===== src/rtl/thermo_pkg.sv =====
// Shared types and constants for the thermometer display decoder.
package thermo_pkg;

  localparam int unsigned CODE_W = 8;
  localparam int unsigned TEMP_W = 5;

  localparam logic [TEMP_W-1:0] T_MIN   = 5'd19;
  localparam logic [TEMP_W-1:0] T_MAX   = 5'd26;
  localparam logic [TEMP_W-1:0] T_UNDER = 5'd18;
  localparam logic [TEMP_W-1:0] T_OVER  = 5'd27;

  typedef enum logic [1:0] {
    RangeNormal  = 2'b00,
    RangeUnder   = 2'b01,
    RangeOver    = 2'b10,
    RangeInvalid = 2'b11
  } range_e;

  typedef enum logic {
    StTrack,
    StPend
  } state_e;

endpackage


===== src/rtl/thermo_code_check.sv =====
// Combinational decode of {alert, thermometer word} into temperature and range class.
module thermo_code_check
  import thermo_pkg::*;
(
  input  logic              alert_i,
  input  logic [CODE_W-1:0] coded_i,
  output logic [TEMP_W-1:0] temp_o,
  output range_e            range_o
);

  logic [3:0] ones;
  logic       legal;

  always_comb begin
    ones = 4'd0;
    for (int i = 0; i < int'(CODE_W); i++) begin
      ones = ones + 4'(coded_i[i]);
    end
    // Ones contiguous from bit 0 means the word is 2^n - 1.
    legal = (coded_i != '0) && ((coded_i & (coded_i + CODE_W'(1))) == '0);

    if (!alert_i && legal) begin
      range_o = RangeNormal;
      temp_o  = T_UNDER + TEMP_W'(ones);
    end else if (alert_i && coded_i == CODE_W'(1)) begin
      range_o = RangeUnder;
      temp_o  = T_UNDER;
    end else if (alert_i && coded_i == '1) begin
      range_o = RangeOver;
      temp_o  = T_OVER;
    end else begin
      range_o = RangeInvalid;
      temp_o  = '0;
    end
  end

endmodule


===== src/rtl/thermo_display_decoder.sv =====
// Synchronizes, debounces and decodes the thermometer display word, reporting each new
// reading over valid/ready and tracking alert events and code errors.
module thermo_display_decoder
  import thermo_pkg::*;
#(
  parameter int unsigned SYNC_STAGES   = 2,
  parameter int unsigned STABLE_CYCLES = 4,
  parameter int unsigned CNT_W         = 8
) (
  input  logic              clk_i,
  input  logic              rst_n_i,
  input  logic [CODE_W-1:0] coded_i,
  input  logic              alert_i,
  input  logic              ready_i,
  input  logic              clr_i,
  output logic              valid_o,
  output logic [TEMP_W-1:0] temp_o,
  output logic [1:0]        range_o,
  output logic              code_err_o,
  output logic [CNT_W-1:0]  alert_cnt_o
);

  localparam int unsigned SampW      = CODE_W + 1;
  localparam logic [3:0]  StableMax  = 4'(STABLE_CYCLES);
  localparam logic [3:0]  StableQual = 4'(STABLE_CYCLES - 1);

  logic [SYNC_STAGES-1:0][SampW-1:0] sync_q, sync_d;
  logic [SampW-1:0]  samp, prev_q, prev_d, last_q, last_d;
  logic [3:0]        stab_q, stab_d;
  logic              last_vld_q, last_vld_d;
  state_e            state_q, state_d;
  logic              valid_q, valid_d;
  logic [TEMP_W-1:0] temp_q, temp_d, dec_temp;
  range_e            range_q, range_d, dec_range;
  logic              err_q, err_d;
  logic [CNT_W-1:0]  cnt_q, cnt_d;
  logic              qualified, report, alert_ev, inv_ev;

  assign samp = sync_q[SYNC_STAGES-1];

  thermo_code_check u_code_check (
    .alert_i (samp[CODE_W]),
    .coded_i (samp[CODE_W-1:0]),
    .temp_o  (dec_temp),
    .range_o (dec_range)
  );

  always_comb begin
    sync_d = {sync_q[SYNC_STAGES-2:0], {alert_i, coded_i}};
    prev_d = samp;

    if (samp != prev_q) begin
      stab_d = 4'd0;
    end else if (stab_q < StableMax) begin
      stab_d = stab_q + 4'd1;
    end else begin
      stab_d = stab_q;
    end
    qualified = (samp == prev_q) && (stab_q >= StableQual);

    report     = 1'b0;
    state_d    = state_q;
    valid_d    = valid_q;
    temp_d     = temp_q;
    range_d    = range_q;
    last_d     = last_q;
    last_vld_d = last_vld_q;

    case (state_q)
      StTrack: begin
        if (qualified && (!last_vld_q || samp != last_q)) begin
          report     = 1'b1;
          state_d    = StPend;
          valid_d    = 1'b1;
          temp_d     = dec_temp;
          range_d    = dec_range;
          last_d     = samp;
          last_vld_d = 1'b1;
        end
      end
      StPend: begin
        if (ready_i) begin
          state_d = StTrack;
          valid_d = 1'b0;
        end
      end
      default: state_d = StTrack;
    endcase

    alert_ev = report && (dec_range == RangeUnder || dec_range == RangeOver);
    inv_ev   = report && (dec_range == RangeInvalid);

    // A clear coinciding with an event keeps that event.
    if (clr_i) begin
      cnt_d = alert_ev ? CNT_W'(1) : '0;
    end else if (alert_ev && cnt_q != '1) begin
      cnt_d = cnt_q + CNT_W'(1);
    end else begin
      cnt_d = cnt_q;
    end
    err_d = inv_ev | (err_q & ~clr_i);
  end

  always_ff @(posedge clk_i or negedge rst_n_i) begin
    if (!rst_n_i) begin
      sync_q     <= '0;
      prev_q     <= '0;
      stab_q     <= 4'd0;
      last_q     <= '0;
      last_vld_q <= 1'b0;
      state_q    <= StTrack;
      valid_q    <= 1'b0;
      temp_q     <= '0;
      range_q    <= RangeNormal;
      err_q      <= 1'b0;
      cnt_q      <= '0;
    end else begin
      sync_q     <= sync_d;
      prev_q     <= prev_d;
      stab_q     <= stab_d;
      last_q     <= last_d;
      last_vld_q <= last_vld_d;
      state_q    <= state_d;
      valid_q    <= valid_d;
      temp_q     <= temp_d;
      range_q    <= range_d;
      err_q      <= err_d;
      cnt_q      <= cnt_d;
    end
  end

  assign valid_o     = valid_q;
  assign temp_o      = temp_q;
  assign range_o     = range_q;
  assign code_err_o  = err_q;
  assign alert_cnt_o = cnt_q;

endmodule


===== config.mk =====
export PLATFORM = sky130hd
export DESIGN_NAME = thermo_display_decoder
export DESIGN_NICKNAME = d
export VERILOG_FILES = /design/src/rtl/thermo_pkg.sv /design/src/rtl/thermo_code_check.sv /design/src/rtl/thermo_display_decoder.sv
export SDC_FILE = /design/constraint.sdc
export NUM_CORES = 1
export LEC_CHECK = 0
export BUFFER_PORTS_ARGS = -buffer_cell sky130_fd_sc_hd__buf_4
export CAP_MARGIN = 20
export CORE_UTILIZATION = 45
export CTS_CLUSTER_SIZE = 8
export DETAILED_ROUTE_END_ITERATION = 16
export PLACE_DENSITY = 0.64
export SYNTH_ARGS = -nofsm -noshare
export SYNTH_HDL_FRONTEND = slang
export SYNTH_SLANG_ARGS = --single-unit
export TNS_END_PERCENT = 1

===== constraint.sdc =====
create_clock -name clk_i -period 7.92 [get_ports clk_i]
set_clock_uncertainty 0.15 [all_clocks]
set_input_delay 0.792 -clock clk_i [delete_from_list [all_inputs] [get_ports clk_i]]
set_output_delay 0.792 -clock clk_i [all_outputs]
set_load 0.1 [all_outputs]

---- Yosys cells after proc, flatten, opt, wreduce, memory -nomap -nowiden ----
Index checks and enable logic that the tools add are counted.
Widths: inputs -> output; s select.
cells by class
  equality and inequality tests ........... 11
  reduce and logical (&&, ||, !) cells .... 19
  magnitude comparators ................... 2
  bitwise logic cells ..................... 5
  multiplexer cells ....................... 18
  add/sub/neg operators ................... 11
operators by type and width
  operator             count
  $add 4x1->4          6
  $ne 9x9->1           2
  $add 8x1->8 const B  2
  $mux 8               2
  $mux 5               3
  $eq 9x9->1           1
  $logic_and 1x1->1    9
  $and 8x8->8          1
  $eq 8x1->1 const B   1
  $eq 8x8->1 const B   1
  $logic_not 8->1      1
  $mux 4               2
  $ne 8x8->1 const B   1
  $reduce_bool 8->1    1
  $mux 1               7
  $add 5x4->5 const A  1
  $add 4x1->4 const B  1
  $eq 2x2->1 const B   2
  $ge 4x2->1 const B   1
  $lt 4x3->1 const B   1
  $mux 2               2
  $ne 2x2->1 const B   2
  $pmux 1 s2           2
  $reduce_and 2->1     2
  8 further kinds      12
storage, ports and cells
  flip-flop bits (word level) ............. 59
  bits of input ports ..................... 13
  word-level logic and storage cells ...... 78

---- Logic depth before layout (Yosys ltp) ----
  depth in word-level cells ............... 12
  gate-level depth with buffers ........... 14
  depth with buffers taken out ............ 14

---- Hierarchy ----
Synthesis repeated with hierarchy kept, for this count alone.
second synthesis, totals
  cell total of the unflattened synthesis .. 223
  area, all modules ....................... 2772.7 µm²
by module, submodules not included
  module                  cells an instance  seq. area each (µm²)  instances  area each (µm²)
  thermo_display_decoder  170                1476.4                1          2353.5
  thermo_code_check       53                 0.0                   1          419.2

---- Worst setup path before layout ----
OpenSTA, ideal clock, no wires.
  path type ............................... register to register
  from .................................... register sync_q (netlist bit prev_d[0])
  to ...................................... register temp_q[3], in the netlist temp_o[3]
  setup time .............................. 0.125 ns
  cell stages (with the launch flop) ...... 15
  slack ................................... 4.349 ns
  buffers on the path ..................... 0
  arrival time ............................ 3.295 ns
  period minus slack after synthesis ...... 3.571 ns
  path through ............................ dfrtp_1 > inv_1 > ha_1 > inv_1 > fa_1 > fa_1 > inv_1 > fa_1 > inv_1 > fa_1 > inv_1 > ha_1 > xnor2_1 > a21oi_1 > mux2_2
between the ends
  longest elaborated chain between the ends .. 9
  elaborated cells between the ends (all ways) .. 27
  classes of those cells .................. add/sub (9); eq/ne (4); mux (3); bitwise (1); reduce/logical (10)
RTL lines
  element                   line                           text
  start, declared           thermo_display_decoder.sv:27   logic [SYNC_STAGES-1:0][SampW-1:0] sync_q, sync_d;
  start signal, assigned    thermo_display_decoder.sv:118  sync_q <= sync_d;
  $add 1x1->2               thermo_code_check.sv:17        ones = ones + 4'(coded_i[i]);
  $add 4x1->4 (6 in a row)  thermo_code_check.sv:17
  $add 5x4->5               thermo_code_check.sv:24        temp_o = T_UNDER + TEMP_W'(ones);
  $mux 5                    thermo_code_check.sv:22        if (!alert_i && legal) begin
  end signal, assigned      thermo_display_decoder.sv:125  temp_q <= temp_d;
  end, declared             thermo_display_decoder.sv:33   logic [TEMP_W-1:0] temp_q, temp_d, dec_temp;
Several ways; a longest one is shown, not always the timed one.
A chain may end at the register's enable or synchronous reset.

---- Worst setup path in the final report ----
Ends and elaborated chain as after synthesis.

==> flow_metrics.py <==
metrics = {
    "flow_run": {
        "maxCapViolCount": 0,
    },
    "yosys": {
        "yosysWarnings": 0,
        "postSynthAreaPerCell_um2": 11.91,
        "ys_seq_area_share_pct": 54.83,
        "synthArstFlopShare_pct": 100.0,
        "synthDistinctLibCells": 42,
        "synth_edf_count": 0,
        "synth_ff_type": "dfrtp_1",
        "synth_area_um2": 2693,
        "syn_nets": 253,
        "syn_inst": 226,
        "synth-seq-cells": 59,
    },
    "power": {
        "p_clk_share_pct": 45.2,
        "p_int_w": 0.0005163,
        "pwr_density_cell_nw_per_um2": 210.7,
        "switchingPower_w": 0.0001517,
        "vdd_drop_max_mv": 0.1974,
        "pwr-share-comb_pct": 7.5,
        "seqPwrFrac_pct": 47.3,
        "swShare_pct": 22.71,
        "p_leak_nw": 1.502,
    },
    "floorplanning": {
        "die_h_um": 79.36,
        "pin_count": 30,
        "die_x_um": 79.36,
        "rows": 27,
        "core_um2": 5642,
        "initial_core_util_pct": 47.73,
        "die-area_um2": 6297,
    },
    "detailed_routing": {
        "first_iter_violations": 98,
        "drc": 0,
        "drt-pass1-iter-count": 4,
        "wl_mm": 4.345,
        "wl_per_cell_um": 13.05,
        "ant_nets": 0,
        "vias": 1685,
        "vias_per_cell": 5.060,
    },
    "setup_path": {
        "r2r-start": "prev_d[0]",
        "worstPathMaxFanout": 7,
        "reg2reg_depth": 14,
        "worst_setup_path_end_kind": "flop",
        "start_kind": "flop",
        "cp.required_ns": 7.99,
        "startpoint": "prev_d[0]",
        "crit_arrival_ns": 3.83,
        "critical_path_class": "flop to flop",
    },
    "global_routing": {
        "antenna_found_initial": 0,
        "grt_use_total_pct": 16.80,
        "grt_max_degree": 60,
        "grt_pass1_vias": 1671,
        "grt_pass1_wl_mm": 7.838,
        "overflow": 0,
    },
    "finish": {
        "nNetsFinal": 283,
        "final_cells": 333,
        "drive_gt1_share_pct": 21.84,
        "insertedDiodeCount": 0,
        "area_growth_pct": 17.75,
        "final_core_util_pct": 56.20,
    },
    "cts": {
        "path_clk_slew_ns": 0.07,
        "clk_latency_ns": 0.33,
        "cts_hold_buf": 0,
        "cts_root_buf": "clkbuf_8",
        "clk_path_buf_depth": 2,
        "cts_made_buffers": 9,
        "clock_sinks": 59,
        "cts_tree": "built",
        "cts_setup_buffers": 0,
        "htree_levels": 3,
        "post_cts_resized": 0,
    },
    "status": {
        "status": "complete, no violations",
    },
    "place": {
        "place_hpwl_mm": 2.934,
        "numPortBuffers": 29,
        "pre_cts_ws_ns": 4.157,
        "gp_congestion": 0.8090,
        "dp.cells": 317,
    },
    "timing": {
        "min_period_ns": 3.761,
        "tns_ns": 0,
        "worst_slack_ns": 4.159,
        "fmax_ghz": 0.2659,
        "timing.final.crit_share_pct": 47.49,
        "setup_viol": 0,
        "max_slew.worst_pin.slew_ns": 0.7289,
        "slew_viol_final": 0,
        "rsz0062_at_grt": "no",
        "timing.slew.headroom_pct": 51.41,
        "hold_viol": 0,
    },
    "hold_path": {
        "worstHoldPathType": "flop to flop",
        "holdPathStages": 0,
        "hp-start": "sync_d[10]",
    },
}
## metal layers
layer / track usage [%] / vias up / wire length (um)
met5: 0 / - / 0
met4: 5.091 / 0 / 51
met3: 6.897 / 7 / 192
met2: 25.60 / 28 / 2033
met1: 21.82 / 828 / 2068
li1: - / 822 / -
## placed cells by master, fill, tap and decap left out, types with 8 or more instances in the layout
cell type / Yosys / layout
nor2_1: 15 / 15
inv_1: 16 / 16
buf_4: 1 / 29
xnor2_1: 13 / 13
ha_1: 10 / 10
mux2_1: 8 / 8
clkbuf_8: 0 / 10
nand2_1: 12 / 12
xor2_1: 9 / 9
a21oi_1: 10 / 10
dfrtp_1: 59 / 59
## final cells by class
cell class	instances	area, um^2
flip-flops and latches	59	1476
multi-input cells	141	1100
inverters	16	60.06
fillers	476	2471
clock buffers	10	137.6
well taps	72	90.09
repair buffers	29	217.7
clock inverters	6	88.84
## synthesized netlist by cell type, types with 3 or more instances
cell / instances / area, um^2
inv_1: 16 / 60.06
a21oi_1: 10 / 50.05
nand4_1: 4 / 25.02
o21ai_0: 7 / 35.03
ha_1: 10 / 125.1
mux2_2: 4 / 45.04
dfrtp_1: 59 / 1476
nor3_1: 3 / 15.01
nand2b_1: 3 / 18.77
nor2b_1: 5 / 31.28
mux2_1: 8 / 90.09
xnor2_1: 13 / 113.9
nand2_1: 12 / 45.04
fa_1: 4 / 80.08
xor2_1: 9 / 78.83
buf_2: 6 / 30.03
nand3_1: 7 / 35.03
nor2_1: 15 / 56.30
## worst max-delay path, cell delays in order (launching register included)
cell and delay, ns:
dfrtp_1 0.47, inv_1 0.12, ha_1 0.31, inv_1 0.07, fa_1 0.42, fa_1 0.50, inv_1 0.05, fa_1 0.38
inv_1 0.08, fa_1 0.42, inv_1 0.07, ha_1 0.15, xnor2_1 0.12, a21oi_1 0.08, mux2_2 0.26
## state kept, by name, summed over array words and instances, names as in the netlist
signal,count
last_q,9
sync_d,9
stab_q,4
valid_o,1
prev_d,9
range_o,2
prev_q,9
temp_o,5
last_vld_q,1
state_q,1
code_err_o,1
alert_cnt_o,8
## cells by family (layout without fill, tap and decap cells)
kind of cell / count (synthesis) / after routing / share of synthesized area [%]
xor gates and xnor gates: 22 / 22 / 7.156
and+or+nand+nor: 61 / 61 / 12.50
muxes: 14 / 14 / 5.948
DFF: 59 / 59 / 54.83
buffers and inverters: 26 / 61 / 4.322
AOI/OAI and AO/OA: 30 / 30 / 7.621
adders and majority gates: 14 / 14 / 7.621
## metrics by stage
stage	hold slack (ns)	cell area [um^2]	power (W)
final	0.1951	3171	0.0006680
after global routing	0.2085	3171	0.0006992
after CTS	0.1988	3171	0.0006784
after detailed placement	0.1847	2944	0.0003717
after global placement	0.1832	2944	0.0003710
after floorplan	0.1812	2693	0.0003543
## power by group through the flow
stage	clock network (W)	registers, W	logic [W]
6_report	0.000302	0.000316	0.0000498
4_1_cts	0.000312	0.000316	0.0000507
3_3_place_gp	0	0.000322	0.0000494
2_1_floorplan	0	0.000318	0.0000366
5_1_grt	0.000324	0.000317	0.0000588
3_5_place_dp	0	0.000322	0.0000501
## path summary, 6_finish.rpt
| kind | slack (ns) | end |
|---|---|---|
| worst max-delay path | 4.16 | temp_o[3] |
| worst min-delay path | 0.20 | prev_d[1] |
| worst max register to register | 4.16 | temp_o[3] |
| worst min register to register | 0.20 | prev_d[1] |
| max in group asynchronous | 6.77 | last_q[7] |
| min in group asynchronous | 0.37 | prev_d[7] |
Power figures use the tool's default switching activity.
